`src/rtl/atri_var_trig_decoder.sv`:
```
// Variable-length soft trigger decoder: measures trigger pulse width,
// recovers nblk, strobes per block pair and flags malformed pulses.
module atri_var_trig_decoder #(
   parameter int COUNTER_WIDTH = 4,
   parameter int INFO_WIDTH    = 4
) (
   input  logic                     fast_clk_i,
   input  logic                     f_rst_i,
   input  logic                     f_trig_i,
   input  logic                     disable_i,
   input  logic                     f_clr_info_i,
   output logic                     f_busy_o,
   output logic                     f_blk_stb_o,
   output logic [COUNTER_WIDTH-1:0] f_blk_idx_o,
   output logic                     f_valid_o,
   output logic [COUNTER_WIDTH-1:0] f_nblk_o,
   output logic                     f_err_o,
   output logic [1:0]               f_err_code_o,
   output logic [INFO_WIDTH-1:0]    f_info_o
);

   localparam int CW = COUNTER_WIDTH;
   localparam int LW = COUNTER_WIDTH + 2;
   localparam logic [LW-1:0] MAXLEN = LW'(2 ** (CW + 1));
   localparam logic [CW-1:0] ONE_C = CW'(1);
   localparam logic [INFO_WIDTH-1:0] ONE_I = INFO_WIDTH'(1);

   typedef enum logic [1:0] {
      IDLE,
      ACTIVE,
      DRAIN,
      DRAIN_ERR
   } state_t;

   state_t                state_q, state_d;
   logic [LW-1:0]         len_q, len_d, len_inc;
   logic                  armed_q;
   logic                  busy_q, busy_d;
   logic                  stb_q, stb_d;
   logic [CW-1:0]         idx_q, idx_d;
   logic                  valid_q, valid_d;
   logic [CW-1:0]         nblk_q, nblk_d;
   logic                  err_q, err_d;
   logic [1:0]            code_q, code_d;
   logic [INFO_WIDTH-1:0] info_q, info_d;

   assign len_inc = len_q + LW'(1);

   always_comb begin
      state_d = state_q;
      len_d   = len_q;
      stb_d   = 1'b0;
      idx_d   = idx_q;
      valid_d = 1'b0;
      nblk_d  = nblk_q;
      err_d   = 1'b0;
      code_d  = code_q;
      info_d  = info_q;
      unique case (state_q)
         IDLE: begin
            // armed_q is low only in the first cycle after reset, so a
            // pulse already in flight at that point is drained silently
            if (f_trig_i) begin
               if (!armed_q || disable_i) begin
                  state_d = DRAIN;
               end else begin
                  state_d = ACTIVE;
                  len_d   = LW'(1);
               end
            end
         end
         ACTIVE: begin
            if (f_trig_i) begin
               if (len_q == MAXLEN) begin
                  state_d = DRAIN_ERR;
               end else begin
                  len_d = len_inc;
                  if (!len_inc[0]) begin
                     stb_d = 1'b1;
                     idx_d = len_inc[CW:1] - ONE_C;
                  end
               end
            end else begin
               state_d = IDLE;
               if (!len_q[0]) begin
                  valid_d = 1'b1;
                  nblk_d  = len_q[CW:1] - ONE_C;
                  info_d  = info_q + ONE_I;
               end else begin
                  err_d  = 1'b1;
                  code_d = 2'b01;
               end
            end
         end
         DRAIN: begin
            if (!f_trig_i) state_d = IDLE;
         end
         DRAIN_ERR: begin
            if (!f_trig_i) begin
               state_d = IDLE;
               err_d   = 1'b1;
               code_d  = 2'b10;
            end
         end
         default: state_d = IDLE;
      endcase
      if (f_clr_info_i) info_d = '0;
      busy_d = (state_d != IDLE);
   end

   always_ff @(posedge fast_clk_i) begin
      if (f_rst_i) begin
         state_q <= IDLE;
         len_q   <= '0;
         armed_q <= 1'b0;
         busy_q  <= 1'b0;
         stb_q   <= 1'b0;
         idx_q   <= '0;
         valid_q <= 1'b0;
         nblk_q  <= '0;
         err_q   <= 1'b0;
         code_q  <= '0;
         info_q  <= '0;
      end else begin
         state_q <= state_d;
         len_q   <= len_d;
         armed_q <= 1'b1;
         busy_q  <= busy_d;
         stb_q   <= stb_d;
         idx_q   <= idx_d;
         valid_q <= valid_d;
         nblk_q  <= nblk_d;
         err_q   <= err_d;
         code_q  <= code_d;
         info_q  <= info_d;
      end
   end

   assign f_busy_o     = busy_q;
   assign f_blk_stb_o  = stb_q;
   assign f_blk_idx_o  = idx_q;
   assign f_valid_o    = valid_q;
   assign f_nblk_o     = nblk_q;
   assign f_err_o      = err_q;
   assign f_err_code_o = code_q;
   assign f_info_o     = info_q;

endmodule
```
`config.mk`:
```
export PLATFORM = sky130hd
export DESIGN_NAME = atri_var_trig_decoder
export DESIGN_NICKNAME = d
export VERILOG_FILES = /design/src/rtl/atri_var_trig_decoder.sv
export SDC_FILE = /design/constraint.sdc
export NUM_CORES = 1
export LEC_CHECK = 0
export ABC_AREA = 1
export CAP_MARGIN = 40
export CORE_ASPECT_RATIO = 1.75
export CORE_MARGIN = 10
export CORE_UTILIZATION = 49
export DETAILED_ROUTE_END_ITERATION = 10
export MAX_ROUTING_LAYER = met4
export PLACE_DENSITY_LB_ADDON = 0.05
export SLEW_MARGIN = 25
export SYNTH_ARGS = -nofsm -noshare
export SYNTH_HDL_FRONTEND = slang
export SYNTH_SLANG_ARGS = --single-unit
```
`constraint.sdc`:
```
create_clock -name fast_clk_i -period 2.06 [get_ports fast_clk_i]
set_input_delay 0.618 -clock fast_clk_i [delete_from_list [all_inputs] [get_ports fast_clk_i]]
set_output_delay 0.618 -clock fast_clk_i [all_outputs]
set_load 0.01 [all_outputs]
```
==> results of run 1 <==
[registers in the layout, summed over array words and instances (netlist names)]
signal / cells
len_q: 6
f_blk_idx_o: 4
f_info_o: 4
f_nblk_o: 4
f_err_code_o: 2
state_q: 2
armed_q: 1
f_blk_stb_o: 1
f_busy_o: 1
f_err_o: 1
f_valid_o: 1
[cell usage in the layout (no fill, tap or decap), types with 2 or more instances in the layout]
cell type        instances
ha_1                     6
inv_2                    3
nor2_1                  30
clkbuf_8                 3
nand2_1                 48
a21oi_1                 10
dfxtp_1                 27
nand3_1                 10
nand4_1                  6
buf_4                    2
clkdlybuf4s50_1         22
inv_1                   18
o21ai_0                  9
nor2_4                   3
o21ai_1                  3
xnor2_1                  2
[kinds of logic after synthesis]
family	Yosys count	share of synthesized area, %
and+or+nand+nor	102	35.0
adders and majority gates	6	5.64
DFF	27	40.6
AOI/OAI and AO/OA	23	8.93
buffers and inverters	25	7.89
xor gates and xnor gates	3	1.97
[power groups by stage]
stage	combinational (uW)	sequential, uW	clock (uW)
after floorplan	95.8	560	0
after CTS	132	553	312
after global routing	150	555	326
final	131	553	298
after detailed placement	131	565	0
after global placement	130	564	0
[area by class of cell]
| type | instances | area (um2) | area share, % |
|---|---|---|---|
| sequential | 27 | 541 | 33.2 |
| tap | 27 | 33.8 | 2.08 |
| timing repair buffer | 24 | 235 | 14.5 |
| clock buffer | 4 | 45.0 | 2.77 |
| inverter | 22 | 87.6 | 5.38 |
| multi-input combinational | 134 | 686 | 42.1 |
[worst reg2reg max path, cell delays in order (launching register included)]
cell and delay (ns):
dfxtp_1 0.49, inv_2 0.12, ha_1 0.35, inv_1 0.08, ha_1 0.21, xnor2_1 0.16, nor2_1 0.05, nor2_1 0.09
[through the flow]
stage / util (%) / total power [uW]
after CTS: 61.2 / 997
after global placement: 59.5 / 694
after detailed placement: 59.5 / 697
after floorplan: - / 656
final: 61.2 / 982
after global routing: 61.2 / 1030
[per-layer routing]
layer / up-vias / GRT usage (%) / part of all wire [%]
met5: - / - / 0
met3: 5 / 2.84 / 4.7
met2: 21 / 23.4 / 53
li1: 642 / - / -
met4: 0 / 4.40 / 1.5
met1: 562 / 13.7 / 41
[how the worst max path moves through the flow]
| stage | to | slack, ns | cells past startpoint |
|---|---|---|---|
| finish | f_info_o[0] | 0.24 | 1 |
| global route | f_info_o[0] | 0.17 | 1 |
| CTS | f_info_o[0] | 0.22 | 1 |
| detailed placement | len_q[5] | 0.09 | 6 |
| global placement | f_blk_idx_o[0] | 0.11 | 6 |
| floorplan | f_blk_idx_o[2] | 0.68 | 7 |
==> qor.txt, run 1 <==
Fill count - 264
Global-route wire length before repair - 5.38 mm
Endpoint of the lowest-slack register-to-register path - f_blk_idx_o[2]
Worst hold slack across all endpoints - 0.470 ns
Boundary Pins - 23
Slowest stage delay, CP - 0.56 ns
Number of antenna violations at the first check in global routing - 0
Post-placement cell area - 1580 um2
Die H - 89.0 um
Final RePlAce weighted congestion - 0.861
Vias - 1230
Post-synthesis async set-or-reset flop share - 0%
Dominant register cell in the synthesized netlist - dfxtp_1
Setup crit end kind - output pin
Worst-margin pin slew - 0.379 ns
Power per standard cell area - 603 nW/um2
Worst reg-to-reg setup slack - 0.45 ns
Library cell used as clock root buffer - clkbuf_8
Number of distinct library cells after synthesis - 23
Number of H-tree levels - 1
Starting Density - 50.1%
Number of resized instances in the post-cts repair step - 0
Internal Pwr Total - 728 uW
Startpoint type of the worst setup path - flip-flop
Number of cells on the worst reg-to-reg path - 7
Router iterations before antenna repair - 4
Number of violations of the max-capacitance limit - 0
Clock-pin slew on the worst setup and hold paths - 0.09 ns
Number of buffers and inverters on the critical path - 1
Portion of total power attributed to sequential cells - 56.3%
Critical path class - reg -> out
Average via count per standard cell - 5.17
Leading area contributor after synthesis - dfxtp_1
Hold Buf Count CTS - 0
Data required, critical path - 1.44 ns
Clock share of power - 30.3%
Critical hold path startpoint - f_err_code_o[1]
Largest buffer count on any clock path - 2
Clock Latency Late Sink - 0.27 ns
Nets in the synthesized netlist - 197
CTS sink count - 27
Max stage delay cell, worst path - clkdlybuf4s50_1
# setup viols final - 0
Post-route ant nets - 0
Ranking of synthesized cells by area - dfxtp_1, nand2_1, nor2_1
Number of pins with negative max-slew slack in the final report - 0
Post-synthesis sequential element count - 27
Largest clock skew in the final design - 0.00639 ns
Iteration-0 DRC Markers - 20
Maximum resistive drop on vdd - 414 uV
Final setup margin - 0.235 ns
Ordered list of cells on the worst path - clkdlybuf4s50_1
Leading cell type by number of instances after synthesis - nand2_1
Number of core rows - 25
Worst slew margin relative to its limit - 74.7%
Fmax - 548 MHz
Count of inserted antenna diode cells - 0
Sink of the worst hold path - f_err_code_o[1]
Non-filler cells, final - 238
Core ar. - 2660 um2
CTS buffer count - 3
Cell depth of the worst hold path - 2
Cell Area, Synth - 1330 um2
Post-placement worst setup slack - 0.0945 ns
Crit path arrival time - 1.21 ns
Unrepaired setup endpoints after global routing - no
Gr usage total - 13.1%
Sw Pwr - 255 uW
Vias in the first global route - 1162
Post-synth top area share - 40.6%
Run status - finished clean
Final number of hold-violating endpoints - 0
Average size of a mapped cell - 7.16 um2
Combinational cell fraction of total power - 13.3%
Share of the clock period used by the worst path after layout - 88.6%
Syn. warnings - 0
Die Wd - 59.4 um
Proportion of synthesized chip area in sequential cells - 40.6%
Remaining routing DRC violations - 0
Switching power as a share of total power - 25.9%
Number of buffers inserted by post-CTS setup repair - 0
Launch instance of the worst register-to-register path - len_q[0]
Clock tree from TritonCTS - yes
Leakage component of the power - 0.000714 uW
Type of the tightest min-delay check - reg -> reg
Launching element of the worst setup path - f_info_o[0]
Setup tns final - 0 ns
Die area - 5280 um2
Remaining global-route overflow - 0
Cells after synthesis - 186
Area growth from synthesis to layout - 22.3%
Buffers added on ports - 22
Top delay family on crit path - buffers and inverters
Proportion of layout cells with a drive suffix above 1 - 8.06%
HPWL after detailed placement - 2.62 mm
Final instance area - 1630 um2
Routed WL - 3.17 mm
List of most frequent post-synthesis cells - nand2_1, nor2_1, dfxtp_1
Final routed wire length divided by cell count - 13.3 um
Shortest period the worst path allows - 1.82 ns
Peak fanout along the critical path - 4
Dpl cells - 234
Nets - 223
Largest net degree at the start of global routing - 15
Number of enable flip-flop cells after synthesis - 0
Power figures use the tool's default switching activity.
==> inputs of run 2 (changes only) <==
--- a/config.mk
+++ b/config.mk
@@ -12,4 +12,5 @@
 export CORE_UTILIZATION = 49
 export DETAILED_ROUTE_END_ITERATION = 10
+export GPL_ROUTABILITY_DRIVEN = 0
 export MAX_ROUTING_LAYER = met4
 export PLACE_DENSITY_LB_ADDON = 0.05
==> constraint.sdc (replaced) <==
create_clock -name fast_clk_i -period 2.06 [get_ports fast_clk_i]
set_input_delay 0.618 -clock fast_clk_i [delete_from_list [all_inputs] [get_ports fast_clk_i]]
set_output_delay 0.618 -clock fast_clk_i [all_outputs]
set_load 0.05 [all_outputs]
==> qor.txt, run 2 (same netlist as run 1, synthesis figures left out) <==
Run status - finished clean (unchanged)
Nets - 222 (was 223)
Type of the tightest min-delay check - reg -> reg (unchanged)
Register with the most flip-flops - len_q (unchanged)
Hold Buf Count CTS - 0 (unchanged)
Vias - 1220 (was 1230)
Library cell used as clock root buffer - clkbuf_8 (unchanged)
Worst reg-to-reg setup slack - 0.49 ns (was 0.45 ns)
Number of antenna violations at the first check in global routing - 0 (unchanged)
Commonest non-fill, non-tap cells in the layout - nand2_1, nor2_1, dfxtp_1, buf_4, inv_1 (was nand2_1, nor2_1, dfxtp_1, clkdlybuf4s50_1, inv_1)
Share of the clock period used by the worst path after layout - 82.3% (was 88.6%)
Router iterations before antenna repair - 4 (unchanged)
Clock tree from TritonCTS - yes (unchanged)
Number of violations of the max-capacitance limit - 0 (unchanged)
Fill count - 277 (was 264)
HPWL after detailed placement - 2.42 mm (was 2.62 mm)
Critical path class - in -> reg (was reg -> out)
Critical Path End - f_blk_idx_o[0] (was f_info_o[0])
Fmax - 590 MHz (was 548 MHz)
Average via count per standard cell - 5.15 (was 5.17)
Die Wd - 59.4 um (unchanged)
Setup crit end kind - flip-flop (was output pin)
Number of flip-flops under the largest register name - 6 (unchanged)
Number of cells on the worst reg-to-reg path - 8 (was 7)
Boundary Pins - 23 (unchanged)
Clock Latency Late Sink - 0.27 ns (about the same)
Shortest period the worst path allows - 1.69 ns (was 1.82 ns)
Worst slew margin relative to its limit - 72.3% (was 74.7%)
Number of buffers and inverters on the critical path - 2 (was 1)
Core ar. - 2660 um2 (unchanged)
Gr usage total - 12.6% (was 13.1%)
Clock-pin slew on the worst setup and hold paths - 0.09 ns (about the same)
Number of resized instances in the post-cts repair step - 0 (unchanged)
Die H - 89.0 um (unchanged)
Final routed wire length divided by cell count - 13.0 um (was 13.3 um)
Unrepaired setup endpoints after global routing - no (unchanged)
Leakage component of the power - 0.000745 uW (was 0.000714 uW)
Power per standard cell area - 629 nW/um2 (was 603 nW/um2)
Setup tns final - 0 ns (unchanged)
Iteration-0 DRC Markers - 44 (was 20)
Die area - 5280 um2 (unchanged)
Launching element of the worst setup path - f_trig_i (was f_info_o[0])
CTS buffer count - 3 (unchanged)
Max stage delay cell, worst path - clkdlybuf4s50_1 (unchanged)
Area growth from synthesis to layout - 18.3% (was 22.3%)
Worst-margin pin slew - 0.415 ns (was 0.379 ns)
Largest net degree at the start of global routing - 15 (unchanged)
Startpoint type of the worst setup path - primary input (was flip-flop)
Remaining routing DRC violations - 0 (unchanged)
Slowest stage delay, CP - 0.50 ns (was 0.56 ns)
# setup viols final - 0 (unchanged)
Number of core rows - 25 (unchanged)
Ordered list of cells on the worst path - clkdlybuf4s50_1 -> inv_1 -> nor3_1 -> nand2_1 -> o21ai_0 -> nor2_1 (was clkdlybuf4s50_1)
Data required, critical path - 2.23 ns (was 1.44 ns)
Count of inserted antenna diode cells - 0 (unchanged)
CTS sink count - 27 (unchanged)
Peak fanout along the critical path - 5 (was 4)
Endpoint of the lowest-slack register-to-register path - f_blk_idx_o[2] (unchanged)
Remaining global-route overflow - 0 (unchanged)
Top delay family on crit path - buffers and inverters (unchanged)
Launch instance of the worst register-to-register path - len_q[0] (unchanged)
Maximum resistive drop on vdd - 375 uV (was 414 uV)
Largest clock skew in the final design - 0.00247 ns (was 0.00639 ns)
Proportion of layout cells with a drive suffix above 1 - 16.2% (was 8.06%)
Worst hold slack across all endpoints - 0.461 ns (was 0.470 ns)
Final number of hold-violating endpoints - 0 (unchanged)
Crit path arrival time - 1.87 ns (was 1.21 ns)
Post-route ant nets - 0 (unchanged)
Starting Density - 50.1% (unchanged)
Most common library cell in the layout ignoring fill and taps - nand2_1 (unchanged)
Largest buffer count on any clock path - 2 (unchanged)
Number of buffers inserted by post-CTS setup repair - 0 (unchanged)
Number of pins with negative max-slew slack in the final report - 0 (unchanged)
Routed WL - 3.07 mm (was 3.17 mm)
Total number of cells along the worst setup path - 6 (was 1)
Vias in the first global route - 1165 (was 1162)
Buffers added on ports - 22 (unchanged)
Global-route wire length before repair - 5.15 mm (was 5.38 mm)
Number of H-tree levels - 1 (unchanged)
run 2: cell count changes in the layout (fill, tap and decap cells not counted), sizes merged:
cell,before,now
buf,2,19
clkdlybuf4s50,22,4
run 2: cell type report:
cell class              count  area, um2  area share (%)
clock buffers               4       45.0            2.86
flip-flops and latches     27        541            34.3
well taps                  27       33.8            2.14
inverters                  22       87.6            5.56
repair buffers             23        183            11.6
multi-input cells         134        686            43.5
run 2: worst min-delay path by stage:
| stage | start | endpoint | slack (ns) | cells past startpoint |
|---|---|---|---|---|
| after floorplan | len_q[1] | f_nblk_o[0] | 0.45 | 1 |
| after global placement | f_info_o[3] | f_info_o[3] | 0.44 | 1 |
| after detailed placement | f_info_o[3] | f_info_o[3] | 0.45 | 1 |
| after CTS | f_info_o[3] | f_info_o[3] | 0.47 | 1 |
| after global routing | f_info_o[3] | f_info_o[3] | 0.50 | 1 |
| final | f_info_o[3] | f_info_o[3] | 0.46 | 1 |
run 2: layer usage:
layer	track usage (%)	wire, um	vias up
met5	-	0	-
met4	8.39	115	0
met3	1.99	117	9
met2	21.7	1530	27
met1	12.6	1310	542
li1	-	-	642
run 2: stage by stage:
step	cells	setup WS, ns	cell area (um2)	util [%]	power [uW]
floorplan	186	0.681	1330	-	667
global placement	233	0.101	1530	57.6	701
detailed placement	233	0.0915	1530	57.6	704
CTS	237	0.376	1580	59.2	1000
global route	237	0.246	1580	59.2	1040
finish	237	0.365	1580	59.2	991
run 2: where the power goes:
| part | leakage [uW] | internal [uW] | switching [uW] | total (uW) |
|---|---|---|---|---|
| clock | 0.0000228 | 139 | 161 | 300 |
| combinational | 0.000503 | 50.9 | 89.1 | 140 |
| sequential | 0.000219 | 535 | 16.3 | 552 |
| total | 0.000745 | 725 | 266 | 991 |
==> inputs of run 3 (changes only) <==
- CORE_UTILIZATION: 49 -> 46
- clock period: 2.06 -> 1.45 ns (I/O delays scaled with it)
==> qor.txt, run 3 (same netlist as run 1, synthesis figures left out) <==
Run status - finished clean (unchanged)
CTS buffer count - 3 (unchanged)
Number of antenna violations at the first check in global routing - 0 (unchanged)
Commonest non-fill, non-tap cells in the layout - nand2_1, nor2_1, dfxtp_1, buf_12, buf_4 (was nand2_1, nor2_1, dfxtp_1, buf_4, inv_1)
# setup viols final - 0 (unchanged)
Setup crit end kind - flip-flop (unchanged)
Die H - 91.2 um (was 89.0 um)
Starting Density - 48.4% (was 50.1%)
Post-placement worst setup slack - -0.264 ns (was 0.0915 ns)
Nets - 239 (was 222)
Number of core rows - 25 (unchanged)
Library cell used as clock root buffer - clkbuf_8 (unchanged)
Worst slew margin relative to its limit - 79.0% (was 72.3%)
Number of pins with negative max-slew slack in the final report - 0 (unchanged)
Clock share of power - 28.5% (was 30.2%)
Most common library cell in the layout ignoring fill and taps - nand2_1 (unchanged)
Remaining global-route overflow - 0 (unchanged)
Die area - 5530 um2 (was 5280 um2)
Hold Buf Count CTS - 0 (unchanged)
Remaining routing DRC violations - 0 (unchanged)
Average via count per standard cell - 5.07 (was 5.15)
Leakage component of the power - 0.000874 uW (was 0.000745 uW)
Internal Pwr Total - 1070 uW (was 725 uW)
Worst-margin pin slew - 0.312 ns (was 0.415 ns)
Cell depth of the worst hold path - 1 (unchanged)
Largest buffer count on any clock path - 2 (unchanged)
Core ar. - 2750 um2 (was 2660 um2)
Vias in the first global route - 1266 (was 1165)
Sw Pwr - 385 uW (was 266 uW)
Post-route ant nets - 0 (unchanged)
Peak fanout along the critical path - 5 (unchanged)
Boundary Pins - 23 (unchanged)
Clock-pin slew on the worst setup and hold paths - 0.09 ns (about the same)
Clock Latency Late Sink - 0.27 ns (about the same)
Fmax - 720 MHz
Die Wd - 60.7 um (was 59.4 um)
Unrepaired setup endpoints after global routing - yes (was no)
Post-placement cell area - 1860 um2 (was 1530 um2)
Buffers added on ports - 22 (unchanged)
CTS sink count - 27 (unchanged)
Final instance area - 1960 um2 (was 1580 um2)
Power per standard cell area - 741 nW/um2 (was 629 nW/um2)
Register with the most flip-flops - len_q (unchanged)
HPWL after detailed placement - 2.59 mm (was 2.42 mm)
Crit path arrival time - 1.56 ns (was 1.87 ns)
Switching power as a share of total power - 26.5% (was 26.9%)
Clock tree from TritonCTS - yes (unchanged)
Portion of total power attributed to sequential cells - 54.1% (was 55.7%)
Number of H-tree levels - 1 (unchanged)
Setup tns final - 0 ns (unchanged)
Router iterations before antenna repair - 4 (unchanged)
Shortest period the worst path allows - 1.39 ns
Vias - 1288 (was 1220)
Share of the clock period used by the worst path after layout - 95.8%
Gr usage total - 12.5% (was 12.6%)
Startpoint type of the worst setup path - primary input (unchanged)
Proportion of layout cells with a drive suffix above 1 - 26.4% (was 16.2%)
Global-route wire length before repair - 5.49 mm (was 5.15 mm)
Iteration-0 DRC Markers - 19 (was 44)
Number of violations of the max-capacitance limit - 0 (unchanged)
Final routed wire length divided by cell count - 13.1 um (was 13.0 um)
Final setup margin - 0.0605 ns (was 0.365 ns)
Number of cells on the worst reg-to-reg path - 7 (was 8)
Number of flip-flops under the largest register name - 6 (unchanged)
Final number of hold-violating endpoints - 0 (unchanged)
Type of the tightest min-delay check - reg -> reg (unchanged)
Final core occ - 71.2% (was 59.2%)
Critical path class - in -> reg (unchanged)
Combinational cell fraction of total power - 17.3% (was 14.1%)
Routed WL - 3.32 mm (was 3.07 mm)
Area growth from synthesis to layout - 47.3% (was 18.3%)
Data required, critical path - 1.62 ns (was 2.23 ns)
Largest net degree at the start of global routing - 15 (unchanged)
Count of inserted antenna diode cells - 0 (unchanged)
Largest clock skew in the final design - 0.00352 ns (was 0.00247 ns)
Maximum resistive drop on vdd - 584 uV (was 375 uV)
## run 3: changes by cell type in the layout (fill, tap and decap cells not counted), sizes merged
cell,change
inv,-1
buf,+16
clkinvlp,+1
clkinv,+1
## run 3: layout make-up
class	instances	area (um2)
inverter	22	91.3
multi-input combinational	134	713
sequential	27	544
timing repair inverter	1	5.00
tap	27	33.8
timing repair buffer	39	528
fill	226	792
clock buffer	4	45.0
## run 3: routing by layer
layer	vias up	GRT usage [%]	share of wire, %
met4	0	6.62	2.8
met2	24	20.9	54
met3	10	3.49	5.6
met5	-	-	0
met1	576	12.3	37
li1	678	-	-
## run 3: stage by stage
| step | total power, uW | instances | hold slack, ns |
|---|---|---|---|
| global route | 1520 | 254 | 0.518 |
| detailed placement | 1040 | 247 | 0.484 |
| global placement | 1040 | 247 | 0.481 |
| finish | 1450 | 254 | 0.501 |
| floorplan | 947 | 186 | 0.453 |
| CTS | 1460 | 251 | 0.505 |
## run 3: worst paths after layout
| path | from | to | slack (ns) |
|---|---|---|---|
| worst min register to register | f_info_o[3] | f_info_o[3] | 0.50 |
| worst max register to register | len_q[1] | f_blk_idx_o[2] | 0.09 |
| worst max-delay path | f_trig_i | len_q[1] | 0.06 |
| worst min-delay path | f_info_o[3] | f_info_o[3] | 0.50 |
## run 3: power by group through the flow
stage	registers [uW]	clock network, uW	logic, uW
2_1_floorplan	811	0	136
3_3_place_gp	801	0	235
3_5_place_dp	802	0	239
4_1_cts	785	429	242
5_1_grt	789	451	281
6_report	787	415	252
## run 3: timing repair
item	4_1_cts	5_1_grt
resized for setup	0	11
endpoints found under the hold margin	0	0
buffers inserted	0	2
setup endpoints to repair	0	14
## run 3: critical path: stages
cell	delay, ns
clkdlybuf4s50_1	0.49
inv_2	0.09
a21oi_4	0.17
buf_4	0.15
nand4_1	0.09
nand2_1	0.08
nor2_1	0.05
